===== src/rtl/note_sequencer.sv =====
// note_sequencer
//   Plays a melody by walking an external note table. Each entry supplies a
//   divider terminal count and a duration in units. The sequencer drives
//   MAXCOUNT to the clock divider for the note's duration. It inserts a muted
//   gap between notes and gates the speaker with MUTE. An entry with dur==0
//   marks end-of-song. Running past the last table entry also ends the song.
//
// Ports
//   CLK        system clock
//   RST        asynchronous, active-high reset
//   START      begin playback from entry 0 (only honoured in IDLE)
//   STOP       abort playback and return to IDLE (highest priority)
//   LOOP       restart from entry 0 at end-of-song instead of finishing
//   NOTE_ADDR  registered table address
//   NOTE_DATA  {maxcount[20:4], dur[3:0]} from a combinational ROM
//   MAXCOUNT   divider terminal count, 0 = rest
//   MUTE       1 = speaker silenced
//   PLAYING    1 while in FETCH/PLAY/GAP/END
//   DONE       one-cycle pulse on a non-looping end-of-song
module note_sequencer #(
  parameter int TICKS_PER_UNIT = 12_500_000,
  parameter int GAP_CYCLES     = 1_000_000,
  parameter int NUM_NOTES      = 16,
  parameter int AW             = $clog2(NUM_NOTES)
) (
  input  logic          CLK,
  input  logic          RST,
  input  logic          START,
  input  logic          STOP,
  input  logic          LOOP,
  output logic [AW-1:0] NOTE_ADDR,
  input  logic [20:0]   NOTE_DATA,
  output logic [16:0]   MAXCOUNT,
  output logic          MUTE,
  output logic          PLAYING,
  output logic          DONE
);

  localparam int TW = (TICKS_PER_UNIT > 1) ? $clog2(TICKS_PER_UNIT) : 1;
  localparam int GW = (GAP_CYCLES > 1) ? $clog2(GAP_CYCLES) : 1;

  typedef enum logic [2:0] {
    S_IDLE  = 3'd0,
    S_FETCH = 3'd1,
    S_PLAY  = 3'd2,
    S_GAP   = 3'd3,
    S_END   = 3'd4
  } state_t;

  state_t          state, state_d;
  logic [AW-1:0]   addr_d;
  logic [16:0]     maxcount_d;
  logic            mute_d;
  logic            done_d;
  logic            playing_d;
  logic [TW-1:0]   unit_cnt, unit_cnt_d;
  logic [3:0]      units_left, units_left_d;
  logic [GW-1:0]   gap_cnt, gap_cnt_d;

  logic [16:0]     note_max;
  logic [3:0]      note_dur;
  logic            unit_wrap;
  logic            gap_last;

  assign note_max  = NOTE_DATA[20:4];
  assign note_dur  = NOTE_DATA[3:0];
  assign unit_wrap = (unit_cnt == TW'(TICKS_PER_UNIT - 1));
  // With a gap of 0 or 1 cycles the first GAP cycle is also the last.
  assign gap_last  = (GAP_CYCLES <= 1) || (gap_cnt == GW'(GAP_CYCLES - 1));

  // Next-state and next-output logic; every register gets a hold default first.
  always_comb begin
    state_d      = state;
    addr_d       = NOTE_ADDR;
    maxcount_d   = MAXCOUNT;
    mute_d       = MUTE;
    done_d       = 1'b0;
    unit_cnt_d   = unit_cnt;
    units_left_d = units_left;
    gap_cnt_d    = gap_cnt;

    case (state)
      S_IDLE: begin
        addr_d     = '0;
        maxcount_d = 17'd0;
        mute_d     = 1'b1;
        if (START) begin
          state_d = S_FETCH;
        end else begin
          state_d = S_IDLE;
        end
      end
      S_FETCH: begin
        if (note_dur == 4'd0) begin
          state_d = S_END;
        end else begin
          maxcount_d   = note_max;
          mute_d       = (note_max == 17'd0);
          unit_cnt_d   = '0;
          units_left_d = note_dur;
          state_d      = S_PLAY;
        end
      end
      S_PLAY: begin
        if (unit_wrap) begin
          unit_cnt_d = '0;
          if (units_left == 4'd1) begin
            // Note expired: silence and move on; the last table slot ends the song.
            mute_d = 1'b1;
            if (NOTE_ADDR == AW'(NUM_NOTES - 1)) begin
              state_d = S_END;
            end else begin
              addr_d = NOTE_ADDR + AW'(1);
              if (GAP_CYCLES == 0) begin
                state_d = S_FETCH;
              end else begin
                gap_cnt_d = '0;
                state_d   = S_GAP;
              end
            end
          end else begin
            units_left_d = units_left - 4'd1;
          end
        end else begin
          unit_cnt_d = unit_cnt + TW'(1);
        end
      end
      S_GAP: begin
        mute_d = 1'b1;
        if (gap_last) begin
          state_d = S_FETCH;
        end else begin
          gap_cnt_d = gap_cnt + GW'(1);
        end
      end
      S_END: begin
        addr_d = '0;
        if (LOOP) begin
          state_d = S_FETCH;
        end else begin
          done_d     = 1'b1;
          maxcount_d = 17'd0;
          mute_d     = 1'b1;
          state_d    = S_IDLE;
        end
      end
      default: begin
        state_d    = S_IDLE;
        addr_d     = '0;
        maxcount_d = 17'd0;
        mute_d     = 1'b1;
      end
    endcase

    // STOP overrides every other transition, including START and end-of-song.
    if (STOP) begin
      state_d    = S_IDLE;
      addr_d     = '0;
      maxcount_d = 17'd0;
      mute_d     = 1'b1;
      done_d     = 1'b0;
    end else begin
      done_d = done_d;
    end

    playing_d = (state_d != S_IDLE);
  end

  // State register.
  always_ff @(posedge CLK or posedge RST) begin
    if (RST) begin
      state <= S_IDLE;
    end else begin
      state <= state_d;
    end
  end

  // Registered outputs and duration/gap counters.
  always_ff @(posedge CLK or posedge RST) begin
    if (RST) begin
      NOTE_ADDR  <= '0;
      MAXCOUNT   <= 17'd0;
      MUTE       <= 1'b1;
      PLAYING    <= 1'b0;
      DONE       <= 1'b0;
      unit_cnt   <= '0;
      units_left <= 4'd0;
      gap_cnt    <= '0;
    end else begin
      NOTE_ADDR  <= addr_d;
      MAXCOUNT   <= maxcount_d;
      MUTE       <= mute_d;
      PLAYING    <= playing_d;
      DONE       <= done_d;
      unit_cnt   <= unit_cnt_d;
      units_left <= units_left_d;
      gap_cnt    <= gap_cnt_d;
    end
  end

endmodule


===== config.mk =====
export PLATFORM = sky130hd
export DESIGN_NAME = note_sequencer
export DESIGN_NICKNAME = d
export VERILOG_FILES = /design/src/rtl/note_sequencer.sv
export SDC_FILE = /design/constraint.sdc
export NUM_CORES = 1
export LEC_CHECK = 0
export ABC_CLOCK_PERIOD_IN_PS = 2400
export CORE_UTILIZATION = 50
export DETAILED_ROUTE_END_ITERATION = 6
export PLACE_DENSITY = 0.85
export SKIP_CTS_REPAIR_TIMING = 1
export SYNTH_ARGS = -nofsm -noshare
export SYNTH_HDL_FRONTEND = slang
export SYNTH_SLANG_ARGS = --single-unit

===== constraint.sdc =====
create_clock -name CLK -period 2.4 [get_ports CLK]
set_input_delay 0.36 -clock CLK [delete_from_list [all_inputs] [get_ports CLK]]
set_output_delay 0.36 -clock CLK [all_outputs]
set_load 0.01 [all_outputs]

### Yosys cells after proc, flatten, opt, wreduce, memory -nomap -nowiden

Index checks and enable logic that the tools add are counted.

| storage, ports and cells | value |
|---|---|
| flip-flop bits (word level) | 75 |
| input bits | 26 |

| cells by class | value |
|---|---|
| add/subtract/negate cells | 4 |
| equality and inequality tests | 21 |
| mux-type cells | 39 |
| reductions and logical operators | 14 |

Operator list:

| kind | number |
|---|---|
| $mux W20 | 4 |
| $mux W17 | 3 |
| $pmux W17 S3 | 1 |
| $mux W24 | 2 |
| $pmux W24 S2 | 1 |
| $pmux W20 S2 | 1 |
| $mux W4 | 7 |
| $add A24 B1 Y24 const B | 1 |
| $eq A24 B24 Y1 const B | 1 |
| $add A20 B1 Y20 const B | 1 |
| $eq A20 B20 Y1 const B | 1 |
| $mux W3 | 6 |
| $logic_not A17 Y1 | 1 |
| $pmux W4 S2 | 2 |
| $ne A3 B3 Y1 const B | 5 |
| $pmux W3 S5 | 1 |
| $ne A2 B2 Y1 const B | 6 |
| $reduce_and A4 Y1 | 3 |
| $mux W1 | 10 |
| $eq A3 B2 Y1 const B | 2 |
| $reduce_and A5 Y1 | 1 |
| $add A4 B1 Y4 const B | 1 |
| $eq A4 B1 Y1 const B | 1 |
| $eq A4 B4 Y1 const B | 1 |
| other kinds (12) | 15 |

### Longest topological paths before layout

Gate-level depths: netlist of the first run.

| depth | value |
|---|---|
| depth in word-level cells | 7 |
| gate-level depth with buffers | 9 |
| depth with buffers taken out | 8 |

### Least setup slack after synthesis of the first run

OpenSTA, ideal clock, no wires.

| path | value |
|---|---|
| kind | reg2reg |
| from | register unit_cnt[5] |
| to | register unit_cnt[23] |
| library setup time | 0.129 ns |
| arrival | 2.185 ns |
| required time | 2.271 ns |
| setup slack | 0.086 ns |
| stages on the path, launching flop included | 8 |
| buffers on the path | 1 |
| cells stage by stage | dfrtp_1 -> or4b_1 -> or3_1 -> o21ai_1 -> buf_2 -> a31oi_1 -> o21ai_1 -> o41ai_1 |

| between the ends | value |
|---|---|
| word-level cells in the longest chain between the ends | 3 |
| elaborated cells on any way between the ends | 4 |
| those cells by class | 1 x add/sub; 1 x eq/ne; 2 x mux |

Ends and longest elaborated chain:

| element | line | source |
|---|---|---|
| start, declared | 56 | `logic [TW-1:0] unit_cnt, unit_cnt_d;` |
| start signal, assigned | 195 | `unit_cnt <= unit_cnt_d;` |
| $add A24 B1 Y24 / $eq A24 B24 Y1 (equally long branches) | 125, 67 |  |
| $mux W24 * | 105 | `if (unit_wrap) begin` |
| $pmux W24 S2 * | 82 | `case (state)` |

Mark *: on every way between the ends. The rest lies on a longest branch, timed or not.
A chain may end at the register's enable or synchronous reset.

### Worst setup path after layout of the first run

| path | value |
|---|---|
| from | register units_left[1] |
| to | register gap_cnt[12] |

| between the ends | value |
|---|---|
| word-level cells in the longest chain between the ends | 3 |

Ends and longest elaborated chain:

| element | line | source |
|---|---|---|
| start, declared | 57 | `logic [3:0] units_left, units_left_d;` |
| start signal, assigned | 196 | `units_left <= units_left_d;` |
| $eq A4 B1 Y1 | 107 | `if (units_left == 4'd1) begin` |
| $ne A2 B2 Y1 (no source line) | -- |  |
| $reduce_and A5 Y1 (no source line) | -- |  |
| end signal, assigned | 197 | `gap_cnt <= gap_cnt_d;` |
| end, declared | 58 | `logic [GW-1:0] gap_cnt, gap_cnt_d;` |

Every way passes these cells.

==> results.txt, run 1 <==
- The flow ran to the end, but the final reports show violations.
- The final reports fail on setup timing.
- Proportion of layout cells with a drive suffix above 1: 12.30%
* DIE AREA: 8331 sq um
- The first global-routing pass estimated 16510 um of wire.
* Die Ht: 91.28 um
* Antenna violation net count after detailed routing: 0
- Largest net degree at the start of global routing: 76
- Unrepaired setup endpoints after global routing: true
* # DRC: 0
- Final worst slack: -86.15 ps
- The clock net in this run drives a total of 75 sinks.
- Setup crit end kind: flip-flop
* Finish-stage setup viols: 3
- Count of pins on the block boundary: 50
- Vias after detailed routing: 3605
- Max clock buf depth: 2
* Seq/Total Area, Yosys: 47.13%
- Synthesis produced roughly 430 cells.
- Per-cell via count in the routed design: 6.028
- Leakage Power: 2.047 nW
- The number of placed instances, taps included, is about 580.
- After detailed placement, the total cell area comes to 4738 sq um.
* Kind of start point of the critical path: flip-flop
- The number of nets in the synthesized netlist is roughly 460.
- Critical path data required time: 2630 ps
- Counting flops with an async set or reset pin after synthesis yields a share of 100.0%.
- The largest individual stage delay along the critical path comes from the cell sky130_fd_sc_hd__a211oi_1.
- Highest ir drop seen on vdd: 0.5345 mV
* Final weighted congestion in routability-driven placement: approximately 0.86
* Transition time of the tightest slew-check pin: 713.2 ps
- Among cell families on the critical path, the largest total delay comes from simple AND/OR/NAND/NOR gates.
- Effective utilization at floorplan: between 50 and 60%
- The number of antenna violations at the first check in global routing came to 0.
- sky130_fd_sc_hd__dfrtp_1 takes more of the synthesized area than any other cell.
* Synth warn: 0
* Cell Count, Final, Fillers Out: 598
- Number of filler instances in the final layout: roughly 600
* X dimension of the die: 91.28 um
* Critical path data arrival time: 2710 ps
* Later-pin clock latency in the skew report: 340 ps
- Netlist area before placement: ~4000 sq um
- The path class of the tightest hold or removal check is in2async.
- Clock-pin slew was measured on the worst setup and hold paths at 70 ps.
- Normalized max-slew margin: roughly 52%
- Dominant register cell in the synthesized netlist: sky130_fd_sc_hd__dfrtp_1
- TritonCTS built the clock tree.
- Worst Setup Slack post-DPL: -11.44 ps
- Relative to the synthesized area, the layout overhead comes to 26.22%.
- In this run, synthesis produced a sequential element count of 75.
* Time the worst path needs with I/O delays and setup: approximately 2500 ps
- For this run, the total global-route usage over all layers was measured as 24.44%.
- Final standard cell area without fillers: slightly above 5000 sq um
- Max-cap violations in this run came to 0.
* Number of H-tree levels: 3
- Cell variety after synth: 50
- 0 antenna diodes ended up in the layout.
- After synthesis, the largest area contributor takes up 46.47% of total cell area.
- Leading cell type in the layout, fill and taps excluded: sky130_fd_sc_hd__dfrtp_1
- Traced cell by cell, the critical path runs through inv_2 -> ha_4 -> or3b_4 -> nor4_4 -> nand4_4 -> a211oi_1 -> xnor2_1 -> nor2_1.
* Clock root buffer: sky130_fd_sc_hd__clkbuf_8
* Routed wire length: 9794 um
- Biggest area contributors in the synthesized netlist: sky130_fd_sc_hd__dfrtp_1 46%, sky130_fd_sc_hd__o21ai_1 4.8%, sky130_fd_sc_hd__a22o_1 4.4%
- Hold Vio Cnt, Final: 0
- Wire per inst: 16.38 um
- Crit Path Category: reg2reg
- Counting both buffers and inverters, the worst setup path holds a total of 1.
* DRT Pass-1 Iters: 5
- Maximum operating frequency: approximately 400 MHz
- Number of max-slew violations in the final report: 0
* Worst Path Max Fanout: 7
- The wire-length estimate of the detail-placed layout is 6650 um.
* Layout net count: 523
* Num CTS Buffers: 9
- Number of global-route vias before repair: 3560
- On the worst path, the slowest cell contributes a delay of around 450 ps.
- Port Buf Inserts: 49
* Number of flops mapped to enable cells by yosys: 0
- Final period util: 103.6%
* Final Skew: roughly 8.4 ps
* Initial drt markers: 289
- Dividing total power by cell area gives a power density of approximately 550 nW/um^2.
* Std cell rows: 32
- Summed over all layers, the global routing overflow is 0.
- The core region is 7727 sq um.
* Commonest cells after routing, fill and taps aside: 74 x sky130_fd_sc_hd__dfrtp_1, 49 x sky130_fd_sc_hd__clkdlybuf4s50_1, 40 x sky130_fd_sc_hd__nor2_1, 38 x sky130_fd_sc_hd__o21ai_1, 29 x sky130_fd_sc_hd__nand2_1
* Post-synthesis area per instance: about 9.4 sq um
[synth_stat cells, types with 6 or more instances]
cell type                  number
sky130_fd_sc_hd__dfrtp_1       74
sky130_fd_sc_hd__nor2_1        41
sky130_fd_sc_hd__o21ai_1       38
sky130_fd_sc_hd__nand2_1       30
sky130_fd_sc_hd__nand3_1       27
sky130_fd_sc_hd__a22o_1        20
sky130_fd_sc_hd__a21oi_1       17
sky130_fd_sc_hd__clkbuf_1      17
sky130_fd_sc_hd__nand4_1       14
sky130_fd_sc_hd__nor3_1        13
sky130_fd_sc_hd__xnor2_1       13
sky130_fd_sc_hd__a31oi_1       12
sky130_fd_sc_hd__and3_1         9
sky130_fd_sc_hd__o21ai_0        9
sky130_fd_sc_hd__xor2_1         7
sky130_fd_sc_hd__and4_1         6
sky130_fd_sc_hd__inv_1          6
sky130_fd_sc_hd__nor4_1         6
sky130_fd_sc_hd__o31ai_1        6
[state kept, by name, summed over array words and instances, names as in the netlist]
name	cells
DONE	1
MAXCOUNT	17
MUTE	1
NOTE_ADDR	4
PLAYING	1
gap_cnt	20
state	3
unit_cnt	24
units_left	4
[report_power, final]
group	switching, W	leakage [nW]	internal [W]
combinational	0.000239	0.929	0.000213
sequential	0.0000891	1.02	0.00134
clock	0.000440	0.0946	0.000467
[area by class of cell]
| cell class | instances | area, sq um | area share, % |
|---|---|---|---|
| Tap cell | 102 | 127.6 | 2.537 |
| Timing Repair Buffer | 74 | 703.2 | 13.98 |
| Multi-Input combinational cell | 325 | 2113 | 42.02 |
| Inverter | 7 | 26.28 | 0.5224 |
| Clock inverter | 6 | 57.56 | 1.144 |
| Sequential cell | 75 | 1878 | 37.34 |
| Clock buffer | 9 | 123.9 | 2.463 |
[kinds of logic after synthesis]
family	count (synthesis)	share of synthesized area, %
simple gates	176	23.58
compound gates	122	20.31
flops	75	47.13
buf+inv	26	2.512
xor+xnor	20	4.396
fa+ha+maj	5	1.570
mux	2	0.5024
[worst min-delay path, delay by kind of cell]
kind     cells  cell delay [ps]
buf+inv      3              810
[through the flow]
| step | TNS (ps) | total power, W | hold WS, ps | util [%] |
|---|---|---|---|---|
| after floorplan | 0 | 0.001678 | 430.2 | - |
| after global placement | 0 | 0.001847 | 459.4 | 61.32 |
| after detailed placement | -21.37 | 0.001871 | 471.8 | 61.32 |
| after CTS | -139.0 | 0.002780 | 437.6 | 63.67 |
| after global routing | -688.0 | 0.002916 | 457.2 | 65.09 |
| final | -101.0 | 0.002791 | 408.0 | 65.09 |
[layer usage]
layer  up-vias  track usage [%]  share of wire [%]
li1       1727                -                  -
met1      1762            30.66                 42
met2        99            42.74                 52
met3        17            5.528                4.0
met4         0            5.952                1.4
met5         -                0                  0
[worst paths after layout]
check / startpoint / endpoint / slack, ps / depth (start not counted)
worst max-delay path: units_left[1]$_DFFE_PP0P_ / gap_cnt[12]$_DFFE_PP0P_ / -90 / 8
worst min-delay path: RST / unit_cnt[17]$_DFFE_PP0P_ / 410 / 3
worst max register to register: units_left[1]$_DFFE_PP0P_ / gap_cnt[12]$_DFFE_PP0P_ / -90 / 8
worst min register to register: unit_cnt[23]$_DFFE_PP0P_ / unit_cnt[23]$_DFFE_PP0P_ / 490 / 1
max in group asynchronous: RST / MUTE$_DFFE_PP1P_ / 1630 / 3
min in group CLK: unit_cnt[23]$_DFFE_PP0P_ / unit_cnt[23]$_DFFE_PP0P_ / 490 / 1
No activity file was read; power rests on OpenSTA's default activity.
==> run 2: changes to the inputs <==
--- a/config.mk
+++ b/config.mk
@@ -8,6 +8,7 @@
 export ABC_CLOCK_PERIOD_IN_PS = 2400
 export CORE_UTILIZATION = 50
 export DETAILED_ROUTE_END_ITERATION = 6
+export GPL_TIMING_DRIVEN = 0
 export PLACE_DENSITY = 0.85
 export SKIP_CTS_REPAIR_TIMING = 1
 export SYNTH_ARGS = -nofsm -noshare
==> run 2 against run 1 <==
  * The flow still finishes with violations (setup timing)
  * Cell count up 0.84%
  * Clock power up 26%
  * Wire length up 3.7%
  * Highest routed layer unchanged
==> results.txt, run 2 (same netlist as run 1, synthesis figures left out) <==
* Crit Path Category: reg2reg
* Largest net degree at the start of global routing: 76
- Fill cells in the final layout number 581.
* DIE AREA: 8331 sq um
- Once routing completed, OpenROAD measured the worst setup slack at -46.05 ps.
* Max clock buf depth: 2
- Per-cell via count in the routed design: 6.123
* Layout net count: between 500 and 600
* Global-route total usage across every layer: about a quarter
- Row generation in the floorplan step produced 32 rows.
* Routed wire length: 10160 um
- Normalized max-slew margin: 40.82%
* Worst Path Max Fanout: 7
* Kind of start point of the critical path: flip-flop
* N_diodes: 0
- Number of max-slew violations in the final report: 0
- Total cell area at the placement stage: 4606 sq um
- The design draws 0.003016 W.
- Initial drt markers: 207
- Leading cell type in the layout, fill and taps excluded: sky130_fd_sc_hd__dfrtp_1
* Cell Count, Final, Fillers Out: 603
* Worst Setup Slack post-DPL: -593.6 ps
* Final period util: 101.9%
- The count of nets left with antenna violations once routing finished came out at 0.
- Tightest Hold Check Type: reg2reg
- Proportion of layout cells with a drive suffix above 1: about an eighth
* Final Skew: 9.454 ps
- Run status: complete, but fails checks
- The die is 91.28 um tall.
- Clock root buffer: sky130_fd_sc_hd__clkbuf_8
- Antenna violations before repair: 0
- Clock-pin slew was measured on the worst setup and hold paths at 80 ps.
* Final standard cell area without fillers: 5115 sq um
- The via count of the first global-routing pass was 3462.
- Static timing analysis puts the maximum clock frequency at 408.8 MHz.
- First-pass GRT wire length: 15930 um
- Count of pins on the block boundary: 50
- X dimension of the die: 91.28 um
- Routability-driven placement finished with a final weighted congestion of 0.8705.
* Relative area change from synthesis to final layout: 28.35%
- TritonCTS built the clock tree.
- Number of H-tree levels: 3
* Number of maximum-capacitance constraint violations: 0
- CTS sink count: 75
- # DRC: 0
- Leakage Power: between 2 and 2.5 nW
* Port Buf Inserts: 49
* Grt total ovfl: 0
- IR analysis of the VDD net gives a maximum drop of ~0.45 mV.
- The later pin in the worst-skew pair is clocked with a latency of 350 ps.
- Critical path data required time: between 2000 and 3000 ps
- Core footprint: 7727 sq um
- Ranked by flip-flop count, first place goes to unit_cnt.
- Setup repair after global routing could not meet its margin everywhere.
- At the pin with the least slew margin, the transition time is 887.7 ps.
* Hold WS: 494.8 ps
- Placed cell count: 577
* Number of flip-flops under the largest register name: 24
- Wire per inst: about 17 um
- Buffers inserted during clock tree synthesis total 9.
* Finish-stage setup viols: 7
* Vias after detailed routing: 3692
- The worst path in the final design needs a cycle of 2446 ps, including I/O delays and setup.
* Commonest cells after routing, fill and taps aside: 72 x sky130_fd_sc_hd__dfrtp_1, 49 x sky130_fd_sc_hd__clkdlybuf4s50_1, 39 x sky130_fd_sc_hd__nor2_1, 37 x sky130_fd_sc_hd__o21ai_1, 29 x sky130_fd_sc_hd__nand2_1
* Effective utilization at floorplan: 51.57%
- The checks that failed: setup timing.
- Setup crit end kind: flip-flop
- Slack of the worst reg-to-reg path: -50 ps
* DRT Pass-1 Iters: 5
- Detailed placer's ending HPWL: between 6000 and 7000 um
- Hold Vio Cnt, Final: 0
* PD cells: 589.7 nW/um^2
* Biggest registers after layout: unit_cnt: 24 flops, gap_cnt: 20 flops, MAXCOUNT: 17 flops
* Critical path data arrival time: 2670 ps
run 2: changes by cell type in the layout (fill, tap and decap cells not counted), moves of 2 or more:
cell,delta
sky130_fd_sc_hd__buf_4,-8
sky130_fd_sc_hd__clkbuf_2,+3
sky130_fd_sc_hd__a211oi_2,+3
sky130_fd_sc_hd__clkbuf_1,+10
sky130_fd_sc_hd__dfrtp_1,-2
sky130_fd_sc_hd__a211oi_1,-3
sky130_fd_sc_hd__clkinv_2,-3
sky130_fd_sc_hd__bufinv_16,+2
sky130_fd_sc_hd__buf_12,-2
sky130_fd_sc_hd__nor4_4,+2
sky130_fd_sc_hd__dfrtp_2,+2
run 2: power breakdown:
part	internal [W]	switching, W	total (W)	leakage (nW)
clock network	0.000679	0.000458	0.00114	0.115
logic	0.000209	0.000246	0.000455	0.916
registers	0.00134	0.0000826	0.00142	1.02
total	0.00223	0.000786	0.00302	2.05
run 2: cell type report:
type	instances	area (sq um)	area share, %
multi-input combinational	325	2175	42.51
sequential	75	1881	36.77
timing repair buffer	62	588.1	11.50
tap	102	127.6	2.495
clock buffer	9	123.9	2.422
clock inverter	5	103.9	2.030
buffer	18	87.58	1.712
inverter	7	28.78	0.5626
run 2: worst max-delay path, cell delays in order (launching register included):
cell	delay (ps)
sky130_fd_sc_hd__dfrtp_1	390
sky130_fd_sc_hd__inv_2	70
sky130_fd_sc_hd__ha_1	130
sky130_fd_sc_hd__or3b_4	400
sky130_fd_sc_hd__nor4_4	410
sky130_fd_sc_hd__nand4_4	300
sky130_fd_sc_hd__a2111oi_4	400
sky130_fd_sc_hd__xnor2_1	170
sky130_fd_sc_hd__nor2_1	60
run 2: path summary, 6_finish.rpt:
path	end	startpoint	cells past startpoint
setup / recovery	gap_cnt[11]$_DFFE_PP0P_	units_left[1]$_DFFE_PP0P_	8
hold / removal	unit_cnt[23]$_DFFE_PP0P_	unit_cnt[23]$_DFFE_PP0P_	1
setup reg to reg	gap_cnt[11]$_DFFE_PP0P_	units_left[1]$_DFFE_PP0P_	8
hold reg to reg	unit_cnt[23]$_DFFE_PP0P_	unit_cnt[23]$_DFFE_PP0P_	1
max in group asynchronous	unit_cnt[9]$_DFFE_PP0P_	RST	2
min in group asynchronous	gap_cnt[6]$_DFFE_PP0P_	RST	2
run 2: metrics by stage:
| step | TNS (ps) | utilization, % |
|---|---|---|
| after detailed placement | -17810 | 59.60 |
| after global routing | -1838 | 66.19 |
| after global placement | -89190 | 59.57 |
| final | -161.8 | 66.19 |
| after floorplan | 0 | - |
| after CTS | -10440 | 62.55 |
run 2: metal layers:
layer	up-vias	wire length, um	GRT usage [%]
met5	-	0	0
met4	0	223	9.127
met3	24	489	6.030
met2	148	5181	39.84
met1	1790	4264	30.05
li1	1730	-	-
